==> config.mk <==
export PLATFORM = sky130hd
export DESIGN_NAME = xsim_msg_deframer
export DESIGN_NICKNAME = d
export VERILOG_FILES = /design/src/rtl/xsim_msg_deframer.sv
export SDC_FILE = /design/constraint.sdc
export NUM_CORES = 1
export LEC_CHECK = 0
export CAP_MARGIN = 10
export CORE_ASPECT_RATIO = 0.9
export CORE_MARGIN = 2
export CORE_UTILIZATION = 57
export DETAILED_ROUTE_END_ITERATION = 8
export PLACE_DENSITY_LB_ADDON = 0.05
export SYNTH_ARGS = -nofsm -noshare
export SYNTH_HDL_FRONTEND = slang
export SYNTH_SLANG_ARGS = --single-unit
==> constraint.sdc <==
create_clock -name CLK -period 7 [get_ports CLK]
set_input_delay 1.05 -clock CLK [delete_from_list [all_inputs] [get_ports CLK]]
set_output_delay 1.05 -clock CLK [all_outputs]
set_load 0.05 [all_outputs]
==> src/rtl/xsim_msg_deframer.sv <==
// xsim_msg_deframer
//   Splits the simulator's 32-bit beat stream into framed output words.
//   Each message begins with a header beat {method[15:0], num_words[15:0]}
//   (num_words counts the header; 0 means 1). The payload words follow the
//   header. A header-only message produces a single nodata word.
//
// Ports
//   CLK, RST_N         clock; asynchronous active-low reset
//   src_rdy, beat      incoming beat. There is no backpressure, so a beat
//                      that finds the FIFO full is dropped.
//   out_valid/ready    output handshake
//   out_data           payload word (0 for nodata words)
//   out_method         method id of the current message
//   out_portal         constant PORTAL
//   out_first/last     message framing flags
//   out_nodata         the word is a header-only marker
//   overflow           sticky flag: a beat was dropped
//   msg_count          number of completed messages emitted
module xsim_msg_deframer #(
    parameter int unsigned FIFO_DEPTH = 8,
    parameter logic [31:0] PORTAL     = 32'd0
) (
    input  logic        CLK,
    input  logic        RST_N,
    input  logic        src_rdy,
    input  logic [31:0] beat,
    output logic        out_valid,
    input  logic        out_ready,
    output logic [31:0] out_data,
    output logic [15:0] out_method,
    output logic [31:0] out_portal,
    output logic        out_first,
    output logic        out_last,
    output logic        out_nodata,
    output logic        overflow,
    output logic [31:0] msg_count
);

    localparam int unsigned AW = $clog2(FIFO_DEPTH);
    localparam int unsigned CW = AW + 1;

    typedef enum logic {ST_HDR, ST_BODY} state_t;

    logic [31:0]   r_mem [FIFO_DEPTH];
    logic [AW-1:0] r_wr_ptr;
    logic [AW-1:0] r_rd_ptr;
    logic [CW-1:0] r_count;
    logic          r_overflow;

    state_t        r_state;
    logic [15:0]   r_method;
    logic [15:0]   r_remaining;
    logic          r_first_pend;

    logic          r_out_valid;
    logic [31:0]   r_out_data;
    logic [15:0]   r_out_method;
    logic          r_out_first;
    logic          r_out_last;
    logic          r_out_nodata;
    logic [31:0]   r_msg_count;

    logic          w_full;
    logic          w_empty;
    logic          w_push;
    logic          w_pop;
    logic          w_out_free;
    logic [31:0]   w_head;
    logic          w_hdr_multi;

    assign w_full      = (r_count == CW'(FIFO_DEPTH));
    assign w_empty     = (r_count == '0);
    assign w_head      = r_mem[r_rd_ptr];
    // num_words of 0 and 1 both describe a header-only message
    assign w_hdr_multi = (w_head[15:0] > 16'd1);
    assign w_out_free  = !r_out_valid || out_ready;

    // A multi-word header pops without touching the output register, so it
    // does not wait for the output register to become free.
    always_comb begin
        w_pop = 1'b0;
        if (!w_empty) begin
            if (r_state == ST_BODY) w_pop = w_out_free;
            else                    w_pop = w_hdr_multi || w_out_free;
        end
    end

    // When the FIFO is full, a pop on the same edge frees the slot.
    assign w_push = src_rdy && (!w_full || w_pop);

    always_ff @(posedge CLK) begin
        if (w_push) r_mem[r_wr_ptr] <= beat;
    end

    always_ff @(posedge CLK or negedge RST_N) begin
        if (!RST_N) begin
            r_wr_ptr   <= '0;
            r_rd_ptr   <= '0;
            r_count    <= '0;
            r_overflow <= 1'b0;
        end else begin
            if (w_push) r_wr_ptr <= r_wr_ptr + 1'b1;
            if (w_pop)  r_rd_ptr <= r_rd_ptr + 1'b1;
            if (w_push && !w_pop)      r_count <= r_count + 1'b1;
            else if (!w_push && w_pop) r_count <= r_count - 1'b1;
            if (src_rdy && !w_push)    r_overflow <= 1'b1;
        end
    end

    always_ff @(posedge CLK or negedge RST_N) begin
        if (!RST_N) begin
            r_state      <= ST_HDR;
            r_method     <= '0;
            r_remaining  <= '0;
            r_first_pend <= 1'b0;
            r_out_valid  <= 1'b0;
            r_out_data   <= '0;
            r_out_method <= '0;
            r_out_first  <= 1'b0;
            r_out_last   <= 1'b0;
            r_out_nodata <= 1'b0;
            r_msg_count  <= '0;
        end else begin
            if (r_out_valid && out_ready) begin
                r_out_valid <= 1'b0;
                if (r_out_last) r_msg_count <= r_msg_count + 32'd1;
            end
            if (w_pop) begin
                case (r_state)
                    ST_HDR: begin
                        if (w_hdr_multi) begin
                            r_method     <= w_head[31:16];
                            r_remaining  <= w_head[15:0] - 16'd1;
                            r_first_pend <= 1'b1;
                            r_state      <= ST_BODY;
                        end else begin
                            r_out_valid  <= 1'b1;
                            r_out_data   <= '0;
                            r_out_method <= w_head[31:16];
                            r_out_first  <= 1'b1;
                            r_out_last   <= 1'b1;
                            r_out_nodata <= 1'b1;
                        end
                    end
                    ST_BODY: begin
                        r_out_valid  <= 1'b1;
                        r_out_data   <= w_head;
                        r_out_method <= r_method;
                        r_out_first  <= r_first_pend;
                        r_out_last   <= (r_remaining == 16'd1);
                        r_out_nodata <= 1'b0;
                        r_first_pend <= 1'b0;
                        r_remaining  <= r_remaining - 16'd1;
                        if (r_remaining == 16'd1) r_state <= ST_HDR;
                    end
                    default: r_state <= ST_HDR;
                endcase
            end
        end
    end

    assign out_valid  = r_out_valid;
    assign out_data   = r_out_data;
    assign out_method = r_out_method;
    assign out_portal = PORTAL;
    assign out_first  = r_out_first;
    assign out_last   = r_out_last;
    assign out_nodata = r_out_nodata;
    assign overflow   = r_overflow;
    assign msg_count  = r_msg_count;

endmodule

# Word level (Yosys, flattened, before mapping)
# Memory sizes are Yosys's and may differ from the RTL's.
# Cells that the tools add are included.
[word_totals]
word_cells = 72
ram_bits = 256
output_inout_bits = 117
memories = 1
register_bits = 129
input_bits = 36
[mem_list]
columns = ["name", "depth", "word_bits", "rd", "rd_clocked_by_memory_dff", "wr", "line_no", "source"]
rows = [
  ["r_mem", 8, 32, 1, 0, 1, "44", "logic [31:0] r_mem [FIFO_DEPTH];"],
]
[op_classes]
n_lt_le_gt_ge = 1
n_eq_ne = 4
n_addsub = 7
n_reduce_logical = 18
bitwise_logic = 1
n_mux = 25
[ops]
columns = ["op", "count"]
rows = [
  ["16-bit case mux with 2 select lines", 2],
  ["32-bit case mux with 2 select lines", 1],
  ["32-bit by 1-bit adder with 32-bit output (second input constant)", 1],
  ["16-bit two-way mux", 2],
  ["32-bit two-way mux", 1],
  ["16-bit by 1-bit subtractor with 16-bit output (second input constant)", 2],
  ["16-bit by 1-bit == test with 1-bit output (second input constant)", 1],
  ["16-bit by 1-bit greater-than comparator with 1-bit output (second input constant)", 1],
  ["1-bit case mux with 2 select lines", 6],
  ["1-bit two-way mux", 11],
  ["4-bit two-way mux", 2],
  ["3-bit by 1-bit adder with 3-bit output (second input constant)", 2],
  ["2-bit AND reduction", 3],
  ["1-bit logical AND", 5],
  ["4-bit by 1-bit adder with 4-bit output (second input constant)", 1],
  ["4-bit == test (second input constant)", 1],
  ["1-bit logical NOT", 4],
  ["4-bit logical NOT", 1],
  ["2-bit != test (second input constant)", 2],
  ["4-bit by 1-bit subtractor with 4-bit output (second input constant)", 1],
  ["1-bit logical OR", 3],
  ["3-bit AND reduction", 1],
  ["2-bit nonzero test", 1],
  ["1-bit NOT", 1],
]

# Depth between registers and ports, before layout
[depth]
depth_word = 11
depth_mapped = 20
ltp_nobuf = 17

# Worst setup path before layout
# No wires, ideal clock.
[synth_path]
path_type = "reg2reg"
start = "reg r_rd_ptr[0]"
end = "mem r_mem[0][0], enable pin"
synth_period_minus_slack_ns = 6.325
path_stages_with_launch = 13
setup_slack_ns = 0.675
setup_ns = 0.501
required_ns = 6.499
arrival_ns = 5.823
n_path_buf = 3
cell_sequence = "dfrtp_1 > buf_6 > buf_4 > buf_2 > mux4_2 > mux2i_1 > inv_1 > ha_1 > o21a_1 > nor4b_4 > a21oi_4 > o21ai_4 > nor4_1"
[synth_between]
elab_chain_len = 9
[synth_lines]
columns = ["item", "line_no", "source"]
rows = [
  ["start, declared", "46", "logic [AW-1:0] r_rd_ptr;"],
  ["start signal, assigned", "103", "if (w_pop) r_rd_ptr <= r_rd_ptr + 1'b1;"],
  ["memory read 8 x 32 bit", "n/a", ""],
  ["16-bit by 1-bit greater-than comparator with 1-bit output", "75", "assign w_hdr_multi = (w_head[15:0] > 16'd1);"],
  ["1-bit logical OR", "84", "else w_pop = w_hdr_multi || w_out_free;"],
  ["1-bit two-way mux", "83", "if (r_state == ST_BODY) w_pop = w_out_free;"],
  ["1-bit two-way mux", "82", "if (!w_empty) begin"],
  ["1-bit logical OR", "89", "assign w_push = src_rdy && (!w_full || w_pop);"],
  ["1-bit logical AND", "89", ""],
  ["1-bit two-way mux", "92", "if (w_push) r_mem[r_wr_ptr] <= beat;"],
  ["1-bit two-way mux (not written as such)", "92", ""],
  ["end, declared", "44", ""],
]
# No other way between the ends.

# Worst setup path after layout
[layout_path]
start = "reg r_rd_ptr[2]"
end = "mem r_mem[7][10], enable pin"
# Same word-level chain as after synthesis.

==> run summary <==
Status -> finished, final reports clean
Unrepaired setup endpoints after global routing -> no
Cells after Synth -> 955
Worst-path cell chain -> mux4_2 -> mux2i_1 -> inv_1 -> ha_1 -> o21a_1 -> nor4b_4 -> a21oi_4 -> o211ai_1 -> nor2_4
Post-CTS Resized -> 0
Hold path depth -> 1
Final wirelength -> 31.7 mm
Critical path arrival -> 4910 ps
Largest net degree at the start of global routing -> 78
Minimum clock period -> 4760 ps
Post-synth top cells -> edfxtp_1, dfrtp_1, nand2_1
CTS sink cnt -> 385
Area Overhead vs Synth -> 17.2%
DP Area -> 17400 sq um
Worst R2R Path Depth -> 9
Total CTS buffers -> 40
Core area -> 27700 sq um
Hold EP -> msg_count[31]$_DFFE_PN0P_
Port bufs -> 120
Drt drc -> 0
Crit share post-route -> 0.680
Full die area -> 29400 sq um
Setup TNS -> 0 ps
Primary FF master, synth -> edfxtp_1
Nets@finish -> 1140
Number of synthesized flops with an enable pin -> 256
First-pass GRT wire length -> 49.5 mm
Final Skew -> 15.6 ps
Row cnt -> 58
Post-CTS Hold Buffers -> 0
Global Route Usage Sum -> 0.220
Pwr dens -> 412 nW/um^2
1st-iter DRT viols -> 622
Vias in the first global route -> 8293
Startpoint types -> flip-flop
Via count -> 8521
Via density -> 5.75
Sw power -> 2.69 mW
Clk buf depth -> 3
CP max-delay cell -> dfrtp_2
Setup Fix Bufs, Post-CTS -> 0
Worst Tran Pin Value -> 1200 ps
Max FO, Critical Path -> 41
Initial antenna violation count -> 0
CP Class -> reg -> reg
Final Cell Area -> 18700 sq um
Yosys cell types -> 66
Switching part of the total -> 0.349
RR Startpoint -> r_rd_ptr[2]$_DFFE_PN0P_
Synth async-reset ratio -> 0.335
Pre-Repair DR Iteration Count -> 5
Sequential Power Share -> 0.413
Share of layout cells above drive strength 1 -> 0.156
Mean Syn Cell Area -> 16.7 sq um
CTS tree -> yes
GP Congestion -> 0.784
Combinational share of power -> 0.323
Chip height -> 163 um
Min-Delay Path Class -> reg -> reg
Clock power frac -> 0.264
Setup slack at placement -> 2210 ps
Top cells by area, synth -> edfxtp_1, dfrtp_1, mux4_2
Worst setup margin -> 2240 ps
Root buffer cell -> clkbuf_16
ANT cells -> 0
Max-Cap Viols -> 0
Hold Fails Final Rpt -> 0
Top cell type's share of synthesized area -> 0.482
YS warnings -> 0
Starting density of the core -> 0.576
Max-slew violation count -> 0
Dominant cell type by area after synthesis -> edfxtp_1
Slowest stage delay, CP -> 1040 ps
CP endpoint kind -> flip-flop
Post-DP HPWL -> 19.6 mm
Mapped Area -> 16000 sq um
CP bufs+invs -> 1
Post-DRT Antenna Nets -> 0
Final setup fails -> 0
WL/cell -> 21.4 um
Crit path max-delay family -> simple AND/OR/NAND/NOR gates
Hold Crit Start -> msg_count[31]$_DFFE_PN0P_
H-tree lvl count -> 2
Die X -> 180 um
VDD IR max -> 0.000296 V
Most numerous cell in the Yosys netlist -> edfxtp_1
Worst R2R Setup Slack -> 2240 ps
Post-synthesis sequential area ratio -> 0.684
Worst endpoint required time -> 7150 ps
Remaining global-route overflow -> 0
Clk_lat worst skew -> 540 ps
Static Leak -> 6.93 nW
Top-Level Pins -> 153
Slew headroom -> 0.199
Fmax -> 0.210 GHz
Worst R2R End -> r_mem[7][10]$_DFFE_PP_
Clk pin slew, worst setup/hold paths -> 60 ps
Internal -> 5.01 mW
Flops & latches, synth -> 385
worst max-delay path by stage:
| stage | slack [ps] | startpoint | depth (start not counted) | endpoint |
|---|---|---|---|---|
| after CTS | 2190 | r_rd_ptr[2]$_DFFE_PN0P_ | 9 | r_mem[7][28]$_DFFE_PP_ |
| after floorplan | 680 | r_rd_ptr[0]$_DFFE_PN0P_ | 12 | r_mem[0][0]$_DFFE_PP_ |
| after global routing | 1880 | r_rd_ptr[2]$_DFFE_PN0P_ | 16 | r_count[3]$_DFFE_PN0P_ |
| final | 2240 | r_rd_ptr[2]$_DFFE_PN0P_ | 9 | r_mem[7][10]$_DFFE_PP_ |
| after global placement | 2370 | r_rd_ptr[2]$_DFFE_PN0P_ | 9 | r_mem[7][15]$_DFFE_PP_ |
| after detailed placement | 2210 | r_rd_ptr[2]$_DFFE_PN0P_ | 9 | r_mem[7][18]$_DFFE_PP_ |
power by group through the flow:
stage	Clock [mW]	Combinational, mW	Sequential (mW)
finish	2.04	2.49	3.18
global route	2.17	2.66	3.23
CTS	2.08	2.51	3.19
detailed placement	0	2.50	3.23
global placement	0	2.48	3.22
floorplan	0	1.48	3.44
flip-flops by register name, indices dropped and copies added (netlist names), 3 cells and up:
| name | count |
|---|---|
| msg_count | 32 |
| out_data | 32 |
| out_method | 16 |
| r_count | 4 |
| r_mem | 256 |
| r_method | 16 |
| r_rd_ptr | 3 |
| r_remaining | 16 |
| r_wr_ptr | 3 |
worst reg2reg max path: stages, from the launching register on:
cell      delay (ps)
dfrtp_2         1040
mux4_2           430
mux2i_1          400
inv_1            150
ha_1             200
o21a_1           180
nor4b_4          150
a21oi_4          360
o211ai_1         410
nor2_4          1040
layer usage:
metal | part of all wire | wire, um | GRT usage | up-vias
li1 | - | - | - | 3896
met1 | 0.48 | 15200 | 0.347 | 4322
met2 | 0.44 | 14100 | 0.323 | 256
met3 | 0.058 | 1820 | 0.0360 | 47
met4 | 0.019 | 596 | 0.0554 | 0
met5 | 0 | 0 | 0 | -
final cells by class:
cell class	instances	area, sq um
clock buffer	61	1160
clock inverter	10	113
fill	1877	9010
inverter	13	48.8
multi-input combinational	518	4700
sequential	385	10900
tap	360	450
timing repair buffer	135	1320
metrics by stage:
stage | util | total power, mW | std cells | hold slack (ps)
6_report | 0.675 | 7.71 | 1482 | 472
3_5_place_dp | 0.629 | 5.73 | 1411 | 457
3_3_place_gp | 0.629 | 5.70 | 1411 | 459
5_1_grt | 0.675 | 8.07 | 1482 | 495
2_1_floorplan | - | 4.93 | 986 | 448
4_1_cts | 0.675 | 7.78 | 1482 | 472
cells by family (layout without fill, tap and decap cells):
family | count (synthesis) | in the layout | share of synthesized area
fa+ha+maj | 11 | 11 | 0.00909
compound gates | 115 | 115 | 0.0528
mux | 120 | 120 | 0.133
xor+xnor | 54 | 54 | 0.0296
other cells | 1 | 32 | 0.000235
simple gates | 186 | 186 | 0.0589
flops | 385 | 385 | 0.684
buf+inv | 83 | 219 | 0.0324
cells in the final DEF (no fill, tap or decap), types with 5 or more instances in the layout:
cell,n
xor2_1,16
dfrtp_1,126
clkbuf_16,40
conb_1,32
nand3_1,20
edfxtp_1,256
mux2i_1,27
nor3_1,13
clkbuf_8,8
buf_4,15
and3_1,12
nor2_1,36
o2bb2ai_1,29
xnor2_1,38
mux4_1,13
nand2b_1,6
inv_1,13
clkbuf_1,13
mux2_2,15
mux2_4,8
mux4_2,51
clkinv_2,5
a21oi_1,22
ha_1,10
nand2_1,57
o21ai_0,29
clkdlybuf4s50_1,119
nor4_1,7
(Power assumes the default switching activity.)
